--- config.mk ---
export PLATFORM = sky130hd
export DESIGN_NAME = i2c_slave_regfile
export DESIGN_NICKNAME = d
export VERILOG_FILES = /design/src/rtl/i2c_pkg.sv /design/src/rtl/i2c_in_filter.sv /design/src/rtl/i2c_slave_regfile.sv
export SDC_FILE = /design/constraint.sdc
export NUM_CORES = 1
export LEC_CHECK = 0
export BUFFER_PORTS_ARGS = -buffer_cell sky130_fd_sc_hd__buf_2
export CAP_MARGIN = 10
export CORE_ASPECT_RATIO = 1.4
export CORE_UTILIZATION = 40
export CTS_CLUSTER_DIAMETER = 150
export CTS_CLUSTER_SIZE = 10
export DETAILED_ROUTE_END_ITERATION = 6
export PLACE_DENSITY = 0.52
export SYNTH_ARGS = -nofsm -noshare
export SYNTH_HDL_FRONTEND = slang
export SYNTH_SLANG_ARGS = --single-unit
--- constraint.sdc ---
create_clock -name PCLK -period 4.9 [get_ports PCLK]
set_clock_uncertainty 0.15 [all_clocks]
set_input_delay 1.47 -clock PCLK [delete_from_list [all_inputs] [get_ports PCLK]]
set_output_delay 1.47 -clock PCLK [all_outputs]
set_load 0.02 [all_outputs]
--- src/rtl/i2c_pkg.sv ---
// Shared types and bus constants for the I2C register-file slave.
package i2c_pkg;

    typedef enum logic [3:0] {
        IDLE,
        ADDR,
        ADDR_ACK,
        PTR,
        PTR_ACK,
        WRITE,
        WR_ACK,
        READ,
        RD_ACK,
        IGNORE,
        WAIT
    } i2c_state_e;

    localparam logic I2C_ACK     = 1'b0;
    localparam logic I2C_NACK    = 1'b1;
    localparam logic I2C_RW_READ = 1'b1;

endpackage

--- src/rtl/i2c_in_filter.sv ---
// Synchronizer plus stability filter for one open-drain bus line, with
// single-cycle rise/fall pulses on the accepted level.
module i2c_in_filter #(
    parameter int FILT = 3
) (
    input  logic clk,
    input  logic rst_n,
    input  logic din,
    output logic level,
    output logic rise,
    output logic fall
);

    localparam int CW = (FILT < 2) ? 1 : $clog2(FILT);

    logic          sync_p0;
    logic          sync_p1;
    logic [CW-1:0] cnt;
    logic          accept;

    // cnt counts consecutive synchronized samples that disagree with level
    assign accept = (sync_p1 != level) && (cnt == CW'(FILT - 1));

    always_ff @(posedge clk or negedge rst_n) begin
        if (!rst_n) begin
            sync_p0 <= 1'b1;
            sync_p1 <= 1'b1;
            level   <= 1'b1;
            cnt     <= '0;
            rise    <= 1'b0;
            fall    <= 1'b0;
        end else begin
            sync_p0 <= din;
            sync_p1 <= sync_p0;
            rise    <= 1'b0;
            fall    <= 1'b0;
            if (sync_p1 == level) begin
                cnt <= '0;
            end else if (accept) begin
                level <= sync_p1;
                cnt   <= '0;
                rise  <= sync_p1;
                fall  <= ~sync_p1;
            end else begin
                cnt <= cnt + CW'(1);
            end
        end
    end

endmodule

--- src/rtl/i2c_slave_regfile.sv ---
// I2C target with an auto-incrementing byte register file; oversamples
// SCL/SDA on PCLK and never stretches the clock.
module i2c_slave_regfile
    import i2c_pkg::*;
#(
    parameter logic [6:0] SLAVE_ADDR = 7'h50,
    parameter int         NREG       = 16,
    parameter int         FILT       = 3
) (
    input  logic                    PCLK,
    input  logic                    PRESETn,
    input  logic                    SCL_IN,
    input  logic                    SDA_IN,
    output logic                    SDA_OE,
    output logic                    REG_WE,
    output logic [$clog2(NREG)-1:0] REG_ADDR,
    output logic [7:0]              REG_WDATA,
    output logic                    BUSY
);

    localparam int AW = $clog2(NREG);

    logic          scl_lvl, scl_rise, scl_fall;
    logic          sda_lvl, sda_rise, sda_fall;
    logic          start_det, stop_det;
    i2c_state_e    state, state_nxt;
    logic [2:0]    bit_cnt;
    logic [7:0]    shreg;
    logic [AW-1:0] ptr;
    logic          ptr_done;
    logic          rw;
    logic          ack_bit;
    logic          mst_ack;
    logic          oe_nxt;
    logic [7:0]    regs [NREG];
    logic [7:0]    rx_byte;
    logic [7:0]    rd_byte;
    logic          byte_done;
    logic          ack_end;

    i2c_in_filter #(.FILT(FILT)) u_scl_filt (
        .clk(PCLK), .rst_n(PRESETn), .din(SCL_IN),
        .level(scl_lvl), .rise(scl_rise), .fall(scl_fall)
    );

    i2c_in_filter #(.FILT(FILT)) u_sda_filt (
        .clk(PCLK), .rst_n(PRESETn), .din(SDA_IN),
        .level(sda_lvl), .rise(sda_rise), .fall(sda_fall)
    );

    assign start_det = sda_fall && scl_lvl;
    assign stop_det  = sda_rise && scl_lvl;
    assign rx_byte   = {shreg[6:0], sda_lvl};
    assign rd_byte   = regs[ptr];
    assign byte_done = scl_rise && (bit_cnt == 3'd7);
    // ack_bit marks that the ACK slot's rising edge has passed, so the next fall ends it
    assign ack_end   = scl_fall && ack_bit;

    always_comb begin
        state_nxt = state;
        oe_nxt    = SDA_OE;
        if (start_det) begin
            state_nxt = ADDR;
            oe_nxt    = 1'b0;
        end else if (stop_det) begin
            state_nxt = IDLE;
            oe_nxt    = 1'b0;
        end else begin
            case (state)
                ADDR:     if (byte_done) state_nxt = (rx_byte[7:1] == SLAVE_ADDR) ? ADDR_ACK : IGNORE;
                ADDR_ACK: if (ack_end)   state_nxt = (rw == I2C_RW_READ) ? READ : (ptr_done ? WRITE : PTR);
                PTR:      if (byte_done) state_nxt = PTR_ACK;
                PTR_ACK:  if (ack_end)   state_nxt = WRITE;
                WRITE:    if (byte_done) state_nxt = WR_ACK;
                WR_ACK:   if (ack_end)   state_nxt = WRITE;
                READ:     if (byte_done) state_nxt = RD_ACK;
                RD_ACK:   if (ack_end)   state_nxt = (mst_ack == I2C_ACK) ? READ : WAIT;
                default:  ;
            endcase
            if (scl_fall) begin
                case (state)
                    ADDR_ACK: oe_nxt = !ack_bit ? 1'b1 : ((rw == I2C_RW_READ) ? ~rd_byte[7] : 1'b0);
                    PTR_ACK,
                    WR_ACK:   oe_nxt = ~ack_bit;
                    READ:     oe_nxt = ~shreg[6];
                    RD_ACK:   oe_nxt = (ack_bit && mst_ack == I2C_ACK) ? ~rd_byte[7] : 1'b0;
                    default:  oe_nxt = 1'b0;
                endcase
            end
        end
    end

    always_ff @(posedge PCLK or negedge PRESETn) begin
        if (!PRESETn) begin
            state     <= IDLE;
            SDA_OE    <= 1'b0;
            REG_WE    <= 1'b0;
            REG_ADDR  <= '0;
            REG_WDATA <= '0;
            BUSY      <= 1'b0;
            bit_cnt   <= '0;
            shreg     <= '0;
            ptr       <= '0;
            ptr_done  <= 1'b0;
            rw        <= 1'b0;
            ack_bit   <= 1'b0;
            mst_ack   <= 1'b1;
            for (int i = 0; i < NREG; i++) regs[i] <= '0;
        end else begin
            state  <= state_nxt;
            SDA_OE <= oe_nxt;
            REG_WE <= 1'b0;
            if (start_det) begin
                bit_cnt  <= '0;
                ptr_done <= 1'b0;
                ack_bit  <= 1'b0;
            end else if (stop_det) begin
                bit_cnt <= '0;
                ack_bit <= 1'b0;
                BUSY    <= 1'b0;
            end else begin
                case (state)
                    ADDR, PTR, WRITE: if (scl_rise) begin
                        shreg   <= rx_byte;
                        bit_cnt <= bit_cnt + 3'd1;
                    end
                    READ: if (scl_rise) bit_cnt <= bit_cnt + 3'd1;
                          else if (scl_fall) shreg <= {shreg[6:0], 1'b0};
                    ADDR_ACK, PTR_ACK, WR_ACK, RD_ACK: if (scl_rise) begin
                        ack_bit <= 1'b1;
                        mst_ack <= sda_lvl;
                    end else if (ack_end) begin
                        ack_bit <= 1'b0;
                    end
                    default: ;
                endcase
                if (state == ADDR && byte_done && rx_byte[7:1] == SLAVE_ADDR) begin
                    BUSY <= 1'b1;
                    rw   <= rx_byte[0];
                end
                if (state == PTR && byte_done) begin
                    ptr      <= rx_byte[AW-1:0];
                    ptr_done <= 1'b1;
                end
                if (state == WRITE && byte_done) begin
                    regs[ptr] <= rx_byte;
                    REG_WE    <= 1'b1;
                    REG_ADDR  <= ptr;
                    REG_WDATA <= rx_byte;
                    ptr       <= ptr + AW'(1);
                end
                if (state == READ && byte_done) ptr <= ptr + AW'(1);
                if (ack_end && state_nxt == READ) shreg <= rd_byte;
            end
        end
    end

endmodule
# [Yosys cells after proc, flatten, opt, wreduce, memory -nomap -nowiden]
# Index checks and enable logic that the tools add are counted.
# W data, S select, Z words.
[totals] register_bits=179 rom_bits=0 mem_bits_rw=0 n_memories=0 output_inout_bits=15 wordCells=181 latch_bits=0 input_bits=4
[op_classes] n_bitwise=11 magnitude_cmp=2 n_reduce_logical=38 n_mux=64 add_sub_neg=4 multipliers=0 n_div=0 eq_ne=21 shifts=0
[op_table] operator="$bwmux W128" n=1
[op_table] operator="$mux W4" n=14
[op_table] operator="$bmux W8 S4" n=1
[op_table] operator="$demux W8 S4" n=1
[op_table] operator="$mux W7" n=4
[op_table] operator="$pmux W4 S7" n=1
[op_table] operator="$mux W1" n=27
[op_table] operator="$mux W8" n=3
[op_table] operator="$eq A4 B3 Y1 const B" n=5
[op_table] operator="$mux W3" n=6
[op_table] operator="$reduce_bool A3 Y1" n=6
[op_table] operator="$logic_and A1 B1 Y1" n=14
[op_table] operator="$pmux W7 S2" n=1
[op_table] operator="$reduce_and A2 Y1" n=6
[op_table] operator="$not A1 Y1" n=10
[op_table] operator="$reduce_and A3 Y1" n=3
[op_table] operator="$eq A4 B2 Y1 const B" n=2
[op_table] operator="$mux W2" n=4
[op_table] operator="$reduce_or A4 Y1" n=2
[op_table] operator="$eq A7 B7 Y1 const B" n=1
[op_table] operator="$reduce_and A6 Y1" n=1
[op_table] operator="$ge A5 B5 Y1 const B" n=1
[op_table] operator="$lt A5 B1 Y1 const B" n=1
[op_table] operator="$not A4 Y5" n=1
[op_table] operator="other kinds (19)" n=24

# [Logic depth before layout (Yosys ltp)]
# Gate-level depths: netlist of run 1.
[logic_depth] ltp_word=11 ltp_mapped=10 depth_no_buf=8

# [Hierarchy]
# From an unflattened synthesis of run 1, not the netlist that was laid out.
[unflattened] hier_cells=706 area_unflattened_um2=8075.2
[by_module_without_submodules] module="i2c_slave_regfile" cells_per_inst=678 area_each_um2=7587.3 seq_area_each_um2=4130.2 instances=1
[by_module_without_submodules] module="i2c_in_filter" cells_per_inst=14 area_each_um2=244.0 seq_area_each_um2=178.9 instances=2

# [Worst setup path after synthesis of run 1]
# OpenSTA, ideal clock, no wires.
[synth_timing] path_kind="register to register" from="reg bit_cnt[0]" to="reg shreg[1]" n_path_buf=1 synth_period_minus_slack_ns=2.539 required_ns=4.679 slack_ns=2.361 setup_ns=0.071 stages_incl_launch_ff=10 arrival_ns=2.318 cell_sequence="dfrtp_1 -> ha_1 -> ha_1 -> nand2_1 -> and2b_2 -> a211o_1 -> a22o_1 -> buf_2 -> or4_1 -> nand4_1"
[synth_via] elab_chain_len=10 elab_cells_between_ends=17 cone_classes="5 x eq/ne; 8 x mux; 4 x reduce/logical"
[synth_lines] item="start: declaration" line_no="i2c_slave_regfile.sv:27" rtl="logic [2:0] bit_cnt;"
[synth_lines] item="start signal: assignment" line_no="i2c_slave_regfile.sv:125" rtl="bit_cnt <= bit_cnt + 3'd1;"
[synth_lines] item="start signal: assignment" line_no="i2c_slave_regfile.sv:127" rtl="READ: if (scl_rise) bit_cnt <= bit_cnt + 3'd1;"
[synth_lines] item="$eq A3 B3 Y1 (*)" line_no="i2c_slave_regfile.sv:55" rtl="assign byte_done = scl_rise && (bit_cnt == 3'd7);"
[synth_lines] item="$logic_and A1 B1 Y1 (*)" line_no="i2c_slave_regfile.sv:55"
[synth_lines] item="$mux W4, on equally long branches"
[synth_lines] item="$pmux W4 S7 (*)" line_no="i2c_slave_regfile.sv:69" rtl="case (state)"
[synth_lines] item="$mux W4 (*)" line_no="i2c_slave_regfile.sv:65" rtl="end else if (stop_det) begin"
[synth_lines] item="$mux W4 (*)" line_no="i2c_slave_regfile.sv:62" rtl="if (start_det) begin"
[synth_lines] item="$eq A4 B3 Y1 (*)" line_no="i2c_slave_regfile.sv:153" rtl="if (ack_end && state_nxt == READ) shreg <= rd_byte;"
[synth_lines] item="$logic_and A1 B1 Y1 (*)" line_no="i2c_slave_regfile.sv:153"
[synth_lines] item="$ne A3 B2 Y1 (no line) (tied with other cells)"
[synth_lines] item="$reduce_and A6 Y1 (no line)"
[synth_lines] item="end signal: assignment" line_no="i2c_slave_regfile.sv:124" rtl="shreg <= rx_byte;"
[synth_lines] item="end signal: assignment" line_no="i2c_slave_regfile.sv:128" rtl="else if (scl_fall) shreg <= {shreg[6:0], 1'b0};"
[synth_lines] item="end signal: assignment" line_no="i2c_slave_regfile.sv:153"
[synth_lines] item="end: declaration" line_no="i2c_slave_regfile.sv:28" rtl="logic [7:0] shreg;"
# Mark *: on every way between the ends. The rest lies on a longest branch, timed or not.
# A chain may end at the register's enable or synchronous reset.

# [Final worst setup path of run 1]
[layout_timing] from="reg state[0]" to="reg regs[54] in the netlist's numbering"
[layout_via] elab_chain_len=3
[layout_lines] item="start: declaration" line_no="i2c_slave_regfile.sv:26" rtl="i2c_state_e state, state_nxt;"
[layout_lines] item="start signal: assignment" line_no="i2c_slave_regfile.sv:110" rtl="state <= state_nxt;"
[layout_lines] item="$eq A4 B3 Y1" line_no="i2c_slave_regfile.sv:145" rtl="if (state == WRITE && byte_done) begin"
[layout_lines] item="$logic_and A1 B1 Y1" line_no="i2c_slave_regfile.sv:145"
[layout_lines] item="$reduce_and A3 Y1 (no line)"
[layout_lines] item="end signal: indexed assignment" line_no="i2c_slave_regfile.sv:146" rtl="regs[ptr] <= rx_byte;"
[layout_lines] item="end: declaration" line_no="i2c_slave_regfile.sv:35" rtl="logic [7:0] regs [NREG];"
# No other way between the ends.

==> reports/qor.yml, run 1 <==
outcome: "finished, final reports clean"
post-cts-setup-buffer-count: 0
syn_inst: 611
yosys_warnings: 0
rsz0062_at_grt: "no"
drive_gt1_share_pct: 39.1
finalSetupViolations: 0
synth_seq_cells: 179
hpwl_um: 12900
cts_buffers: 17
grt_first_pass_wirelength_um: 31100
dr_total_vias: 5153
met1_usage_pct: 24.0
whs_endpoint: "u_scl_filt.sync_p1"
hold_start: "u_scl_filt.sync_p0"
fp.coreArea_um2: 21200
setup.worst_path.class: "register to register"
p_int_uw: 2540
yosys.cell_types.count: 62
worstPathRequired_ns: 5.06
ios: 19
synthTopCellsByArea: "dfrtp_1, mux2_2, mux4_1"
timing.hold.ws_ns: 0.205
period_minus_slack_ns: 3.40
grtUsageMet2_pct: 32.8
drt-initial-drc-count: 329
avgSynthCellArea_um2: 14.1
tritoncts: "done"
max-slew-margin-rel_pct: 21.9
drv_slew: 0
path_clk_slew_ns: 0.07
num-nets-final: 623
wire_per_inst_um: 22.2
final_antenna_net_count: 0
pwr_density_cell_nw_per_um2: 370
critical-path-max-stage-delay_ns: 0.61
gr-total-overflow: 0
hold_depth: 0
synthFlopType: "dfrtp_1"
fill_cells: 1885
die_w_um: 126
core.rowCount: 63
p_leak_uw: 0.00453
syn_area_um2: 8640
dieHeight_um: 176
hold_buffers: 0
maxCapViolCount: 0
synth_top_area_share_pct: 49.8
cp_max_fo: 16
syn_to_final_growth_pct: 9.69
wirelength_um: 19700
crit_path_start_kind: "register"
drt-pass1-iter-count: 5
h-tree-depth: 4
syn_nets: 621
seqPwrFrac_pct: 47.5
grt_pass1_vias: 5293
period_share_pct: 69.5
gp_congestion: 0.828
synth-seq-area-share_pct: 51.9
peakVddDrop_mv: 0.248
cp_cell_sequence: "nor2b_2, and2b_2, nand2_2, nor3_4, buf_4, nand3_1, mux2_2"
regToRegSetupSlack_ns: 1.50
fmax_mhz: 294
hold_viol: 0
use_met3_pct: 3.44
setup_tns_ns: 0
cp_slowest_cell: "nor3_4"
swShare_pct: 27.5
start_util_pct: 40.7
regToRegEndpoint: "regs[54]"
port_buffers: 18
antenna_found_initial: 0
clockBufferDepth: 2
p_clk_share_pct: 40.7
dieArea_um2: 22200
holdCritPathClass: "register to register"
clkLatencyLatePin_ns: 0.43
clock_sinks: 179
crit_path_end_kind: "register"
cts.repair.resized: 0
r2r_cells: 7
r2r_start: "state[0]"
switching_power_uw: 964
pwr-share-comb_pct: 11.8
cp.arrival_ns: 3.57
grt_max_degree: 103
antenna_cells: 0
busiest_layer: "met2"
yosysTopAreaCell: "dfrtp_1"
synth_edf_count: 0
viasPerCell: 5.82
grt_usage_pct: 18.9
async_flop_share_pct: 100
worst_slew_pin_slew_ns: 1.16
drc: 0
cts_root_buf: "clkbuf_16"
## layout make-up
class | count | area (µm²) | area share (%)
clock buffers | 21 | 450 | 4.75
repair buffers | 31 | 194 | 2.05
flip-flops and latches | 179 | 4490 | 47.4
clock inverters | 11 | 159 | 1.68
inverters | 7 | 26.3 | 0.277
well taps | 260 | 325 | 3.43
multi-input cells | 377 | 3830 | 40.4
## cells in the mapped netlist, types with 8 or more instances
cell and count:
mux2_2 144, nand2_1 30, buf_6 8, nor2_1 15
a21oi_1 8, o311ai_0 8, clkbuf_1 23, o21ai_0 14
mux4_2 21, dfrtp_1 172, mux4_1 18, nand3_1 18
## worst max path at each step
stage / slack (ns) / end / startpoint / depth (start not counted)
6_report: 1.50 / regs[54] / state[0] / 7
3_3_place_gp: 1.58 / regs[51] / state[0] / 7
2_1_floorplan: 2.36 / shreg[1] / bit_cnt[0] / 9
3_5_place_dp: 1.51 / regs[40] / state[0] / 7
4_1_cts: 1.47 / regs[40] / state[0] / 7
5_1_grt: 1.25 / regs[45] / state[0] / 7
## kinds of logic (layout without fill, tap and decap cells)
logic type	count (synthesis)	in the layout	synth area share, %
buffers and inverters	55	70	3.82
muxes	185	185	30.1
AOI/OAI and AO/OA	61	61	4.90
DFF	179	179	51.9
xor gates and xnor gates	2	2	0.203
and+or+nand+nor	123	123	8.14
adders and majority gates	6	6	0.869
## routing by layer
layer  part of all wire (%)  wire [µm]  vias to the layer above
li1                       -          -                     2322
met1                     44       8640                     2729
met2                     53      10400                       89
met3                    2.4        478                       13
met4                   0.91        180                        0
met5                      0          0                        -
## power groups by stage
stage / sequential, µW / combinational (µW) / clock [µW]
floorplan: 1620 / 351 / 0
global placement: 1690 / 409 / 0
detailed placement: 1700 / 415 / 0
CTS: 1670 / 416 / 1460
global route: 1680 / 468 / 1520
finish: 1670 / 414 / 1430
## cell usage in the layout, fill, tap and decap left out, drive strengths merged, types with 2 or more instances in the layout
cell,count
nor4b,2
nand3,18
buf,31
o31ai,7
nand4,11
ha,6
nor2b,4
o21a,3
and3b,2
clkbuf,21
inv,7
a22o,2
nand4b,2
and3,7
nand2b,6
o21ai,15
a211oi,6
nor3,8
nor2,15
a21oi,8
dfrtp,172
a21boi,2
nor4,3
dfstp,7
or4,6
o311ai,8
nand2,31
mux4,40
bufinv,4
mux2,144
nor3b,2
clkinv,7
## through the flow
step | setup slack, ns | cells | area [µm²] | utilization (%) | power, µW
after floorplan | 2.36 | 611 | 8640 | - | 1970
after global placement | 1.58 | 854 | 8870 | 41.8 | 2100
after detailed placement | 1.51 | 854 | 8870 | 41.8 | 2110
after CTS | 1.47 | 886 | 9480 | 44.7 | 3550
after global routing | 1.25 | 886 | 9480 | 44.7 | 3670
final | 1.50 | 886 | 9480 | 44.7 | 3510
## worst max-delay path: cells and delay by family (launching register included)
kind | cells | cell delay [ns]
AND/OR/NAND/NOR | 5 | 1.76
flip-flops | 1 | 0.60
buffers and inverters | 1 | 0.34
multiplexers | 1 | 0.42
## registers in the layout (all words and copies together) (netlist names), 2 cells and up
signal and flops:
regs 128, REG_WDATA 8, shreg 7, REG_ADDR 4
ptr 4, state 4, bit_cnt 3, u_scl_filt.cnt 2
u_sda_filt.cnt 2
No activity file was read; power rests on OpenSTA's default activity.
==> run 2, diff against run 1 <==
Clock period 4.9 ns to 3.3 ns, I/O delays scaled along.
==> reports/qor.yml, run 2 (synthesized netlist as in run 1, its figures left out) <==
viasPerCell: 5.84
drt-initial-drc-count: 374
syn_to_final_growth_pct: 11.5
whs_endpoint: "u_sda_filt.sync_p1"
drv_slew: 0
regToRegEndpoint: "regs[45]"
cts.repair.resized: 0
maxCapViolCount: 0
crit_path_start_kind: "register"
ios: 19
final_antenna_net_count: 0
dieArea_um2: 22200
drc: 0
setup_tns_ns: 0
die_w_um: 126
hold_depth: 0
tritoncts: "done"
outcome: "finished, final reports clean"
mostFrequentLayoutCells: "dfrtp_1, mux2_2, nand2_1, buf_4, mux4_2"
gp_congestion: 0.819
pwr_density_cell_nw_per_um2: 533
period_minus_slack_ns: 2.95
cts_root_buf: "clkbuf_16"
clock_sinks: 179
num-nets-final: 639
final_common_cell: "dfrtp_1"
post-cts-setup-buffer-count: 0
drt-pass1-iter-count: 4
hold_start: "u_sda_filt.sync_p0"
gr-total-overflow: 0
dr_total_vias: 5265
wirelength_um: 19800
largest_reg_flops: 128
r2r_cells: 7
grt_max_degree: 77
wire_per_inst_um: 22.0
antenna_found_initial: 0
grt_first_pass_wirelength_um: 31900
grt_usage_pct: 19.4
crit_path_end_kind: "register"
period_share_pct: 89.3
holdCritPathClass: "register to register"
path_clk_slew_ns: 0.07
start_util_pct: 40.7
peakVddDrop_mv: 0.379
setup.worst_path.class: "register to register"
regMostFlops: "regs"
drive_gt1_share_pct: 40.8
cp.arrival_ns: 3.11
fill_cells: 1868
cts_buffers: 17
worst_slew_pin_slew_ns: 1.12
r2r_start: "state[3]"
antenna_cells: 0
worstPathRequired_ns: 3.47
dieHeight_um: 176
seq_area_um2: 4490
fp.coreArea_um2: 21200
top_regs: "regs: 128 flops, REG_WDATA: 8 flops, shreg: 7 flops"
rsz0062_at_grt: "no"
p_leak_uw: 0.00459
regToRegSetupSlack_ns: 0.35
hold_buffers: 0
clkLatencyLatePin_ns: 0.43
post-route-util_pct: 45.4
cp_max_fo: 29
max-slew-margin-rel_pct: 25.0
core.rowCount: 63
clockBufferDepth: 2
multiInputGateArea_um2: 3830
hold_viol: 0
h-tree-depth: 4
port_buffers: 18
grt_pass1_vias: 5393
hpwl_um: 13200
finalSetupViolations: 0
fmax_mhz: 339
## run 2: worst max-delay path by stage
stage               cells after the start       start  slack, ns        to
floorplan                               9  bit_cnt[0]       0.76  shreg[1]
global placement                        7    state[3]       0.42  regs[50]
detailed placement                      7    state[3]       0.36  regs[33]
CTS                                     7    state[3]       0.34  regs[33]
global route                            6    state[2]        0.1  shreg[5]
finish                                  7    state[3]       0.35  regs[45]
## run 2: worst max-delay path: stages (launching register included)
cell and delay, ns:
dfrtp_1 0.56, nor2b_2 0.35, and2b_2 0.26, nand2_2 0.15, nor3_4 0.22, buf_12 0.22
nand3_1 0.45, mux2_2 0.44
## run 2: power by group
group	internal, µW	switching (µW)	leakage (µW)
Sequential	2300	167	0.00246
Clock	1150	890	0.000280
Combinational	207	422	0.00185
Total	3660	1480	0.00459
## run 2: final cells by class
| cell class | instances | area share [%] |
|---|---|---|
| repair buffers | 47 | 3.78 |
| inverters | 7 | 0.273 |
| clock buffers | 20 | 4.64 |
| clock inverters | 12 | 1.52 |
| multi-input cells | 377 | 39.8 |
| flip-flops and latches | 179 | 46.6 |
| well taps | 260 | 3.38 |
## run 2: layer usage
| layer | vias to the layer above | share of wire, % | GRT usage, % |
|---|---|---|---|
| met1 | 2792 | 44 | 24.8 |
| met2 | 97 | 52 | 32.7 |
| met5 | - | 0 | 0 |
| met3 | 32 | 2.1 | 3.23 |
| met4 | 0 | 2.7 | 8.13 |
| li1 | 2344 | - | - |
## run 2: through the flow
| stage | power, µW | area, µm² | instances | worst slack (ns) | hold WS (ns) |
|---|---|---|---|---|---|
| after global placement | 3110 | 9040 | 870 | 0.419 | 0.197 |
| after detailed placement | 3140 | 9040 | 870 | 0.363 | 0.203 |
| after global routing | 5370 | 9630 | 902 | 0.0975 | 0.214 |
| after CTS | 5190 | 9630 | 902 | 0.337 | 0.211 |
| final | 5140 | 9630 | 902 | 0.353 | 0.209 |
| after floorplan | 2930 | 8640 | 611 | 0.761 | 0.195 |
==> run 3, diff against run 2 <==
Settings changed: BUFFER_PORTS_ARGS -buffer_cell sky130_fd_sc_hd__buf_2 to not set, DONT_BUFFER_PORTS set to 1, PLACE_DENSITY 0.52 to 0.51.
==> reports/qor.yml, run 3 (synthesized netlist as in run 1, its figures left out) <==
fp.coreArea_um2: 21200
dieHeight_um: 176
period_minus_slack_ns: 3.03
grt_usage_pct: 19.2
wirelength_um: 19400
tritoncts: "done"
maxCapViolCount: 0
switching_power_uw: 1410
viasPerCell: 5.88
port_buffers: 0
finalSetupViolations: 0
p_clk_share_pct: 39.9
h-tree-depth: 4
setup_tns_ns: 0
grt_first_pass_wirelength_um: 31700
cp_max_fo: 29
num-nets-final: 615
post-route-util_pct: 44.6
outcome: "finished, final reports clean"
fill_cells: 1858
setup.worst_path.class: "register to register"
die_w_um: 126
cp.arrival_ns: 3.20
gp_congestion: 0.796
drt-initial-drc-count: 363
regMostFlops: "regs"
hold_viol: 0
hold_buffers: 0
rsz0062_at_grt: "no"
swShare_pct: 28.0
fmax_mhz: 330
drv_slew: 0
wire_per_inst_um: 22.0
core.rowCount: 63
ios: 19
worst_slew_pin_slew_ns: 1.19
p_leak_uw: 0.00446
pwr-share-comb_pct: 10.8
path_clk_slew_ns: 0.07
p_int_uw: 3630
cts_root_buf: "clkbuf_16"
r2r_start: "state[0]"
drt-pass1-iter-count: 5
peakVddDrop_mv: 0.354
worstPathRequired_ns: 3.47
max-slew-margin-rel_pct: 20.1
cts_buffers: 17
cp_slowest_cell: "dfrtp_1"
hpwl_um: 12600
pwr_density_cell_nw_per_um2: 534
clock_sinks: 179
drive_gt1_share_pct: 38.3
largest_reg_flops: 128
period_share_pct: 91.8
holdCritPathClass: "primary input to async pin"
clkLatencyLatePin_ns: 0.43
final_common_cell: "dfrtp_1"
crit_path_start_kind: "register"
top_regs: "regs: 128 flops, REG_WDATA: 8 flops, shreg: 7 flops"
syn_to_final_growth_pct: 9.41
regToRegSetupSlack_ns: 0.27
r2r_cells: 7
post-cts-setup-buffer-count: 0
mostFrequentLayoutCells: "dfrtp_1, mux2_2, nand2_1, mux4_2, buf_4"
crit_start: "state[0]"
cp_cell_sequence: "nor2b_2, and2b_2, nand2_2, nor3_4, buf_12, nand3_1, mux2_2"
dieArea_um2: 22200
endpoint: "regs[38]"
gr-total-overflow: 0
regToRegEndpoint: "regs[38]"
antenna_found_initial: 0
clockBufferDepth: 2
dr_total_vias: 5165
critical-path-max-stage-delay_ns: 0.64
grt_pass1_vias: 5417
grt_max_degree: 180
seqPwrFrac_pct: 49.3
final_antenna_net_count: 0
crit_path_end_kind: "register"
cts.repair.resized: 0
drc: 0
start_util_pct: 40.7
run 3: cell types whose count changed in the layout (fill, tap and decap cells not counted), moves of 2 or more:
cell | before | now
buf_4 | 25 | 21
buf_12 | 4 | 2
clkinv_4 | 3 | 1
buf_2 | 17 | 0
clkinv_2 | 0 | 2
run 3: metal layers:
layer | track usage (%) | routed length, µm
met5 | 0 | 0
met1 | 23.6 | 8190
met2 | 33.4 | 10200
met4 | 7.93 | 405
met3 | 3.26 | 539
run 3: critical path: cells and delay by family (launching register included):
| kind | cells | cell delay (ns) |
|---|---|---|
| flip-flops | 1 | 0.64 |
| multiplexers | 1 | 0.44 |
| buffers and inverters | 1 | 0.22 |
| AND/OR/NAND/NOR | 5 | 1.43 |
run 3: cell type report:
cell class                 count  area (µm²)  share of cell area (%)
clock inverter                11         129                    1.36
timing repair buffer          23         198                    2.09
clock buffer                  21         450                    4.77
antenna                        1        2.50                  0.0265
multi-input combinational    377        3830                    40.5
sequential                   179        4490                    47.5
inverter                       7        26.3                   0.278
tap                          260         325                    3.44
run 3: how the worst min path moves through the flow:
stage	endpoint	slack, ns	cells after the start
after floorplan	u_scl_filt.sync_p1	0.20	0
after global placement	u_scl_filt.sync_p1	0.20	0
after detailed placement	u_scl_filt.sync_p1	0.20	0
after CTS	regs[123]	0.09	0
after global routing	regs[126]	0.08	0
final	regs[118]	0.10	0
run 3: power by group through the flow:
stage | clock, µW | sequential, µW | combinational [µW]
finish | 2010 | 2490 | 547
detailed placement | 0 | 2530 | 547
CTS | 2070 | 2490 | 548
global route | 2160 | 2510 | 613
global placement | 0 | 2520 | 524
floorplan | 0 | 2410 | 521
run 3: per-stage QoR:
step	hold WS (ns)	area [µm²]	setup WS [ns]	power, µW	cells
floorplan	0.195	8640	0.761	2930	611
finish	0.103	9450	0.270	5050	879
global placement	0.197	8870	0.352	3040	846
detailed placement	0.199	8870	0.330	3070	846
global route	0.0751	9450	0.0891	5280	878
CTS	0.0892	9450	0.315	5100	878
